File: config.mk
export PLATFORM = sky130hd
export DESIGN_NAME = time_set_sequencer
export DESIGN_NICKNAME = d
export VERILOG_FILES = /design/src/rtl/time_set_sequencer.sv
export SDC_FILE = /design/constraint.sdc
export NUM_CORES = 1
export LEC_CHECK = 0
export ABC_AREA = 1
export CORE_MARGIN = 5
export CORE_UTILIZATION = 50
export DETAILED_ROUTE_END_ITERATION = 8
export DONT_BUFFER_PORTS = 1
export MAX_ROUTING_LAYER = met4
export SYNTH_ARGS = -nofsm -noshare
export SYNTH_HDL_FRONTEND = slang
export SYNTH_SLANG_ARGS = --single-unit
File: constraint.sdc
create_clock -name clk -period 2.14 [get_ports clk]
set_input_delay 0.321 -clock clk [delete_from_list [all_inputs] [get_ports clk]]
set_output_delay 0.321 -clock clk [all_outputs]
set_load 0.01 [all_outputs]
File: src/rtl/time_set_sequencer.sv
// HH:MM BCD digit editor for SetTime/SetAlarm: walks a digit pointer, increments under 24 h rules,
// commits to set_*/alarm_* with a one-cycle load_time strobe. Define BLINK_EN for the selected-digit blink mask.
module time_set_sequencer #(
  parameter int unsigned BLINK_DIV = 25000000
) (
  input  logic       clk,
  input  logic       rst,
  input  logic       setting_mode_en,
  input  logic       alarm_mode_en,
  input  logic       mode,
  input  logic       set,
  input  logic [7:0] cur_hours,
  input  logic [7:0] cur_minutes,
  output logic [1:0] digit_sel,
  output logic [7:0] work_hours,
  output logic [7:0] work_minutes,
  output logic       setting_done,
  output logic       load_time,
  output logic [7:0] set_hours,
  output logic [7:0] set_minutes,
  output logic [7:0] alarm_hours,
  output logic [7:0] alarm_minutes,
  output logic       blink_mask
);

  typedef enum logic [1:0] {
    IDLE       = 2'd0,
    EDIT_TIME  = 2'd1,
    EDIT_ALARM = 2'd2
  } state_t;

  state_t     state_q, state_d;
  logic [1:0] digit_sel_q, digit_sel_d;
  logic [7:0] work_h_q, work_h_d, work_m_q, work_m_d;
  logic [7:0] set_h_q, set_h_d, set_m_q, set_m_d;
  logic [7:0] alarm_h_q, alarm_h_d, alarm_m_q, alarm_m_d;
  logic       load_time_q, load_time_d;

  logic       own_en;
  logic [3:0] h_tens, h_units, m_tens, m_units;
  logic [7:0] inc_h, inc_m;

  assign own_en  = (state_q == EDIT_TIME) ? setting_mode_en : alarm_mode_en;
  assign h_tens  = work_h_q[7:4];
  assign h_units = work_h_q[3:0];
  assign m_tens  = work_m_q[7:4];
  assign m_units = work_m_q[3:0];

  // Single-digit increment; no carries. Hours-tens reaching 2 clamps units so 24..29 never appear.
  always_comb begin
    inc_h = work_h_q;
    inc_m = work_m_q;
    case (digit_sel_q)
      2'd0: begin
        if (h_tens >= 4'd2) begin
          inc_h[7:4] = 4'd0;
        end else begin
          inc_h[7:4] = h_tens + 4'd1;
          if ((h_tens == 4'd1) && (h_units > 4'd3)) inc_h[3:0] = 4'd3;
        end
      end
      2'd1: begin
        if (h_units >= ((h_tens == 4'd2) ? 4'd3 : 4'd9)) inc_h[3:0] = 4'd0;
        else                                             inc_h[3:0] = h_units + 4'd1;
      end
      2'd2: begin
        if (m_tens >= 4'd5) inc_m[7:4] = 4'd0;
        else                inc_m[7:4] = m_tens + 4'd1;
      end
      default: begin
        if (m_units >= 4'd9) inc_m[3:0] = 4'd0;
        else                 inc_m[3:0] = m_units + 4'd1;
      end
    endcase
  end

  always_comb begin
    state_d     = state_q;
    digit_sel_d = digit_sel_q;
    work_h_d    = work_h_q;
    work_m_d    = work_m_q;
    set_h_d     = set_h_q;
    set_m_d     = set_m_q;
    alarm_h_d   = alarm_h_q;
    alarm_m_d   = alarm_m_q;
    load_time_d = 1'b0;
    case (state_q)
      IDLE: begin
        if (setting_mode_en) begin
          state_d     = EDIT_TIME;
          work_h_d    = cur_hours;
          work_m_d    = cur_minutes;
          digit_sel_d = 2'd0;
        end else if (alarm_mode_en) begin
          state_d     = EDIT_ALARM;
          work_h_d    = alarm_h_q;
          work_m_d    = alarm_m_q;
          digit_sel_d = 2'd0;
        end
      end
      EDIT_TIME, EDIT_ALARM: begin
        if (!own_en) begin
          state_d     = IDLE;
          digit_sel_d = 2'd0;
        end else if (mode) begin
          if (digit_sel_q != 2'd3) begin
            digit_sel_d = digit_sel_q + 2'd1;
          end else begin
            state_d     = IDLE;
            digit_sel_d = 2'd0;
            if (state_q == EDIT_TIME) begin
              set_h_d     = work_h_q;
              set_m_d     = work_m_q;
              load_time_d = 1'b1;
            end else begin
              alarm_h_d = work_h_q;
              alarm_m_d = work_m_q;
            end
          end
        end else if (set) begin
          work_h_d = inc_h;
          work_m_d = inc_m;
        end
      end
      default: begin
        state_d     = IDLE;
        digit_sel_d = 2'd0;
      end
    endcase
  end

  always_ff @(posedge clk or negedge rst) begin
    if (!rst) begin
      state_q     <= IDLE;
      digit_sel_q <= 2'd0;
      work_h_q    <= 8'h00;
      work_m_q    <= 8'h00;
      set_h_q     <= 8'h00;
      set_m_q     <= 8'h00;
      alarm_h_q   <= 8'h00;
      alarm_m_q   <= 8'h00;
      load_time_q <= 1'b0;
    end else begin
      state_q     <= state_d;
      digit_sel_q <= digit_sel_d;
      work_h_q    <= work_h_d;
      work_m_q    <= work_m_d;
      set_h_q     <= set_h_d;
      set_m_q     <= set_m_d;
      alarm_h_q   <= alarm_h_d;
      alarm_m_q   <= alarm_m_d;
      load_time_q <= load_time_d;
    end
  end

`ifdef BLINK_EN
  localparam int unsigned BlinkW = (BLINK_DIV > 1) ? $clog2(BLINK_DIV) : 1;

  logic [BlinkW-1:0] blink_cnt_q, blink_cnt_d;
  logic              blink_mask_q, blink_mask_d;
  logic              inc_fire;

  assign inc_fire = (state_q != IDLE) && own_en && !mode && set;

  // Restart the phase whenever the edited digit moves or changes so it is shown at once.
  always_comb begin
    blink_cnt_d  = blink_cnt_q;
    blink_mask_d = blink_mask_q;
    if ((state_q == IDLE) || (digit_sel_d != digit_sel_q) || inc_fire) begin
      blink_cnt_d  = '0;
      blink_mask_d = 1'b0;
    end else if (blink_cnt_q == BlinkW'(BLINK_DIV - 1)) begin
      blink_cnt_d  = '0;
      blink_mask_d = ~blink_mask_q;
    end else begin
      blink_cnt_d = blink_cnt_q + 1'b1;
    end
  end

  always_ff @(posedge clk or negedge rst) begin
    if (!rst) begin
      blink_cnt_q  <= '0;
      blink_mask_q <= 1'b0;
    end else begin
      blink_cnt_q  <= blink_cnt_d;
      blink_mask_q <= blink_mask_d;
    end
  end

  assign blink_mask = blink_mask_q;
`else
  localparam int unsigned unused_blink_div = BLINK_DIV;
  assign blink_mask = 1'b0;
`endif

  assign digit_sel     = digit_sel_q;
  assign work_hours    = work_h_q;
  assign work_minutes  = work_m_q;
  assign setting_done  = (state_q != IDLE) && (digit_sel_q == 2'd3);
  assign load_time     = load_time_q;
  assign set_hours     = set_h_q;
  assign set_minutes   = set_m_q;
  assign alarm_hours   = alarm_h_q;
  assign alarm_minutes = alarm_m_q;

endmodule

* Word-level counts from Yosys, hierarchy flattened
Cells that the tools add are included.
** Storage, ports and cells
- Flip-flop bits (word level) :: 53
- Output and inout port bits :: 53
- Logic and storage cells :: 100
** Cells by class
- Equal/unequal tests :: 20
- Bitwise logic cells :: 2
- Muxes and demuxes :: 41
- Reduce and logical (&&, ||, !) cells :: 16
- $lt $le $gt $ge :: 5
- Add/subtract/negate cells :: 5
** Operators by type and width (number)
- 8-bit two-way mux :: 10
- 4-bit two-way mux :: 10
- 8-bit one-hot mux with 2 select lines :: 2
- 2-bit two-way mux :: 10
- 6-bit AND reduction :: 3
- 4-bit by 1-bit adder with 4-bit output (second input constant) :: 4
- 3-bit inequality test (second input constant) :: 5
- 2-bit inequality test (second input constant) :: 5
- 5-bit AND reduction :: 2
- 2-bit one-hot mux with 2 select lines :: 2
- 4-bit one-hot mux with 2 select lines :: 1
- 8-bit AND reduction :: 1
- 2-bit equality test (second input constant) :: 3
- 1-bit two-way mux :: 6
- 2-bit by 1-bit equality test with 1-bit output (second input constant) :: 2
- 4-bit by 1-bit equality test with 1-bit output (second input constant) :: 1
- 4-bit by 2-bit equality test with 1-bit output (second input constant) :: 1
- 4-bit by 2-bit greater-or-equal comparator with 1-bit output (second input constant) :: 1
- 4-bit by 3-bit greater-or-equal comparator with 1-bit output (second input constant) :: 1
- 4-bit greater-or-equal comparator :: 1
- 4-bit greater-or-equal comparator (second input constant) :: 1
- 4-bit by 2-bit greater-than comparator with 1-bit output (second input constant) :: 1
- 2-bit logical NOT :: 2
- 2-bit by 1-bit inequality test with 1-bit output (second input constant) :: 2
- other kinds (9) :: 12

* Longest topological paths before layout
- Depth after elaboration :: 9
- Gate-level depth with buffers :: 15
- Depth with buffers taken out :: 15

* Worst setup path after synthesis
Ideal clock, no wire load.
- Path type :: reg-to-reg
- From :: reg work_h_q[4] (netlist: work_hours[4])
- To :: reg work_h_q[0] (netlist: work_hours[0])
- Slack :: 416 ps
- Arrival time :: 1607 ps
- Data required time :: 2024 ps
- Cell stages (with the launch flop) :: 16
- Library setup time :: 116 ps
- Path buffers :: 0
- Path through :: dfrtp_1 inv_1 ha_1 inv_1 nor2_1 inv_1 ha_1 nand2_1 nand2_1 nand2_1 nand3_1 nand2_1 nand2_1 nand2_1 nand2_1 nand2_1
** On the way
- Cells in the longest elaborated chain, start to end :: 9
- Elaborated cells between the ends (all ways) :: 15
** RTL lines
- start: declaration :: RTL line 34 : logic [7:0] work_h_q, work_h_d, work_m_q, work_m_d;
- start signal: assignment :: RTL line 146 : work_h_q <= work_h_d;
- 4-bit by 2-bit equality test with 1-bit output :: RTL line 63 : if (h_units >= ((h_tens == 4'd2) ? 4'd3 : 4'd9)) inc_h[3:0] = 4'd0;
- 4-bit two-way mux :: RTL line 63
- 4-bit greater-or-equal comparator :: RTL line 63
- 4-bit two-way mux :: RTL line 63
- 4-bit one-hot mux with 2 select lines :: RTL line 53 : case (digit_sel_q)
- 8-bit two-way mux :: RTL line 120 : end else if (set) begin
- 8-bit two-way mux :: RTL line 105 : end else if (mode) begin
- 8-bit two-way mux :: RTL line 102 : if (!own_en) begin
- 8-bit one-hot mux with 2 select lines :: RTL line 87 : case (state_q)
Parallel ways exist; a longest one is shown, timed or not. The select of a mux whose other input is x is not followed.
A chain may end at the register's enable or synchronous reset.

* Worst setup path after layout
- From :: reg state_q[0]
- To :: reg work_h_q[2] (netlist: work_hours[2])
** On the way
- Cells in the longest elaborated chain, start to end :: 4
- Elaborated cells between the ends (all ways) :: 15
** RTL lines
- start: declaration :: RTL line 32 : state_t state_q, state_d;
- start signal: assignment :: RTL line 144 : state_q <= state_d;
- 2-bit by 1-bit equality test with 1-bit output or 2-bit equality test (tied branches) :: RTL line 43, 87
- 2-bit OR reduction or 1-bit two-way mux (tied branches) :: RTL line 87, 43
- 3-bit by 1-bit inequality test with 1-bit output (no line) (tied with other cells)
- 8-bit AND reduction (no line)
Parallel ways exist; a longest one is shown, timed or not.

==> metrics.md <==
| Metric | Value |
|---|---|
| Status | complete, no violations |
| Register share of total power | 0.377 |
| Synth Area in Adders | 0.0793 |
| Post-Place Setup Slack | 0.275 ns |
| # H-tree levels | 2 |
| CTS clk-pin slew, worst paths | 0.09 ns |
| Post-synthesis instance area | 3000 um^2 |
| FFs w/ async S/R, synth | 1.00 |
| Final setup TNS | 0 ns |
| Die Ht | 87.5 um |
| Number of global-route vias before repair | 2,301 |
| Top post-synthesis cells by area | dfrtp_1 (44%), nand2_1 (11%), ha_1 (7.9%), o21ai_0 (7.7%), inv_1 (4.9%) |
| Avg Cell Area, Syn | 8.26 um^2 |
| Final WS setup | 0.269 ns |
| Total gr overflow | 0 |
| RSZ-0062 raised after global routing | false |
| Total track usage | 0.189 |
| Largest net degree at the start of global routing | 54 |
| Worst Max-Slew Pin Slew | 0.825 ns |
| Worst setup SP type | flop |
| First-pass GRT wire length | 11,100 um |
| TritonRoute pass-1 iters | 4 |
| Cts bufs inserted | 5 |
| Drt wl/cell | 14.9 um |
| Worst-path maximum fanout | 17 |
| Most frequent cell after synthesis | nand2_1 |
| Area share of the largest cell type after synthesis | 0.442 |
| Final Wtd Congestion | 0.864 |
| Mux cell area share after synthesis | 0.0338 |
| Placement row count | 28 |
| FF+latch count, synth | 53 |
| Synth unique cells | 32 |
| Max Clk Rate | 0.534 GHz |
| Final setup fails | 0 |
| Relative slew slack | 0.450 |
| Clock Skews | 0.00584 ns |
| CTS root buf | clkbuf_8 |
| Area growth from synthesis to layout | 7.43% |
| Xor and xnor fraction of the mapped netlist area | 0.0117 |
| EDFF count, synth | 0 |
| Critical path class | reg -> reg |
| Ratio of cells with drive above 1 in the final layout | 0.122 |
| Inserted Diodes | 0 |
| Max-cap check violation count | 0 |
| Routed WL | 6620 um |
| CORE AREA | 5890 um^2 |
| Area of the die | 7650 um^2 |
| CTS Buffer Depth | 2 |
| Post-route ant nets | 0 |
| Hold Path Class | in -> reg |
| Synth Area in Simple Gates | 0.215 |
| Via density | 5.15 |
| Sequential share of the synthesized area | 0.442 |
| DRT iter0 DRCs | 64 |
| PortBufs | 0 |
| Main flop type after synthesis | dfrtp_1 |
| Synth Warn # | 0 |
| Final Max Tran Viols | 0 |
| Final #Nets | 408 |
| Power share of the clock group | 0.153 |
| CTS tree | done |
| Peak supply drop | 716 uV |
| HPWL Detailed | 4960 um |
| Number of remaining DRC errors | 0 |
| Syn Inst Count | 363 |
| Cell Pwr Density | 1390 nW/um^2 |
| Synth cell count leaders | nand2_1 (91), dfrtp_1 (53), o21ai_0 (46), inv_1 (39), a21oi_1 (25) |
| Crit path DAT | 2.12 ns |
| Largest family of logic cells by synthesized area | simple AND/OR/NAND/NOR gates |
| CP endpoint kind | flop |
| Area leader, netlist | dfrtp_1 |
| Minimum clock period | 1.87 ns |
| Starting Density | 0.510 |
| Initial antenna violation count | 0 |
| Die extent in x | 87.5 um |
| Post-Synthesis Net Count | 404 |
| Sw power | 2100 uW |
| Final Hold Violating Endpoints | 0 |
| Cell leakage power | 0.00161 uW |
| I/O pin count | 75 |
| Sw frac | 0.468 |
| # clock sinks | 53 |
| Vias | 2,281 |
| Synth Area in Compound Gates | 0.139 |
| Worst-Skew Late Latency | 0.30 ns |
| Final period util | 0.874 |
| Crit path required time | 2.39 ns |
| Combinational Power Share | 0.471 |
| Internal power | 2380 uW |
-- cell families after synthesis --
| logic type | Yosys count |
|---|---|
| muxes | 9 |
| adders and majority gates | 19 |
| AOI/OAI and AO/OA | 80 |
| buffers and inverters | 54 |
| DFF | 53 |
| xor gates and xnor gates | 4 |
| other | 1 |
| and+or+nand+nor | 143 |
-- worst max-delay path: stages, from the launching register on --
cell	delay (ns)
dfrtp_1	0.38
inv_1	0.05
ha_1	0.34
buf_4	0.20
buf_4	0.24
nand2_1	0.09
a21oi_1	0.11
o21ai_0	0.09
o21ai_0	0.19
nand2_1	0.08
nand2_1	0.06
-- cell type report --
class	instances	area (um^2)
Fill cell	556	2660
Inverter	41	154
Timing Repair Buffer	10	97.6
Multi-Input combinational cell	256	1440
Clock inverter	2	38.8
Tap cell	75	93.8
Sequential cell	53	1330
Clock buffer	6	72.6
-- worst paths after layout --
kind / cells past startpoint / endpoint / slack, ns / startpoint
hold / removal: 2 / state_q[0] / 0.15 / setting_mode_en
hold reg to reg: 2 / state_q[1] / 0.50 / state_q[1]
min in group asynchronous: 2 / work_hours[4] / 0.53 / rst
setup reg to reg: 10 / work_hours[2] / 0.27 / state_q[0]
setup / recovery: 10 / work_hours[2] / 0.27 / state_q[0]
max in group asynchronous: 2 / work_minutes[4] / 1.38 / rst
-- placed cells by master, fill, tap and decap left out, drive strengths merged, types with 2 or more instances in the layout --
cell type	count
xnor2	3
dfrtp	53
nor3	2
nand2	95
o211ai	2
ha	19
o21ai	50
or2	5
nand3	13
inv	41
nor2	25
buf	9
nand4	2
mux2	9
clkbuf	6
a21oi	27
-- routing by layer --
metal  vias up  GRT usage  part of all wire
li1       1168          -                 -
met1      1058      0.238              0.46
met2        48      0.302              0.47
met3         7     0.0445             0.063
met4         0     0.0544            0.0092
met5         -          -                 0
-- power groups by stage --
stage	combinational (uW)	clock [uW]	sequential (uW)
after floorplan	1710	0	1600
after global placement	2080	0	1710
after detailed placement	2100	0	1720
after CTS	2140	698	1700
after global routing	2500	741	1740
final	2110	684	1690
-- stage by stage --
step	hold WS, ns	total power [uW]	utilization	std cells	instance area (um^2)
floorplan	0.0254	3320	-	363	3000
global placement	0.0269	3790	0.522	433	3070
detailed placement	0.0268	3820	0.522	433	3070
CTS	0.156	4540	0.547	443	3220
global route	0.159	4980	0.547	443	3220
finish	0.155	4480	0.547	443	3220
-- flip-flops by register name, indices dropped and copies added (netlist names) --
register	flops
alarm_hours	8
alarm_minutes	8
set_hours	8
set_minutes	8
work_hours	8
work_minutes	8
digit_sel	2
state_q	2
load_time	1
-- repair_timing --
action                                  in CTS  in global routing
endpoints found under the setup margin       0                  1
hold buffers                                 2                  0
buffers inserted                             0                  0
hold endpoints to repair                    53                  0
gates resized for setup                      0                  1
No activity file was read; power rests on OpenSTA's default activity.
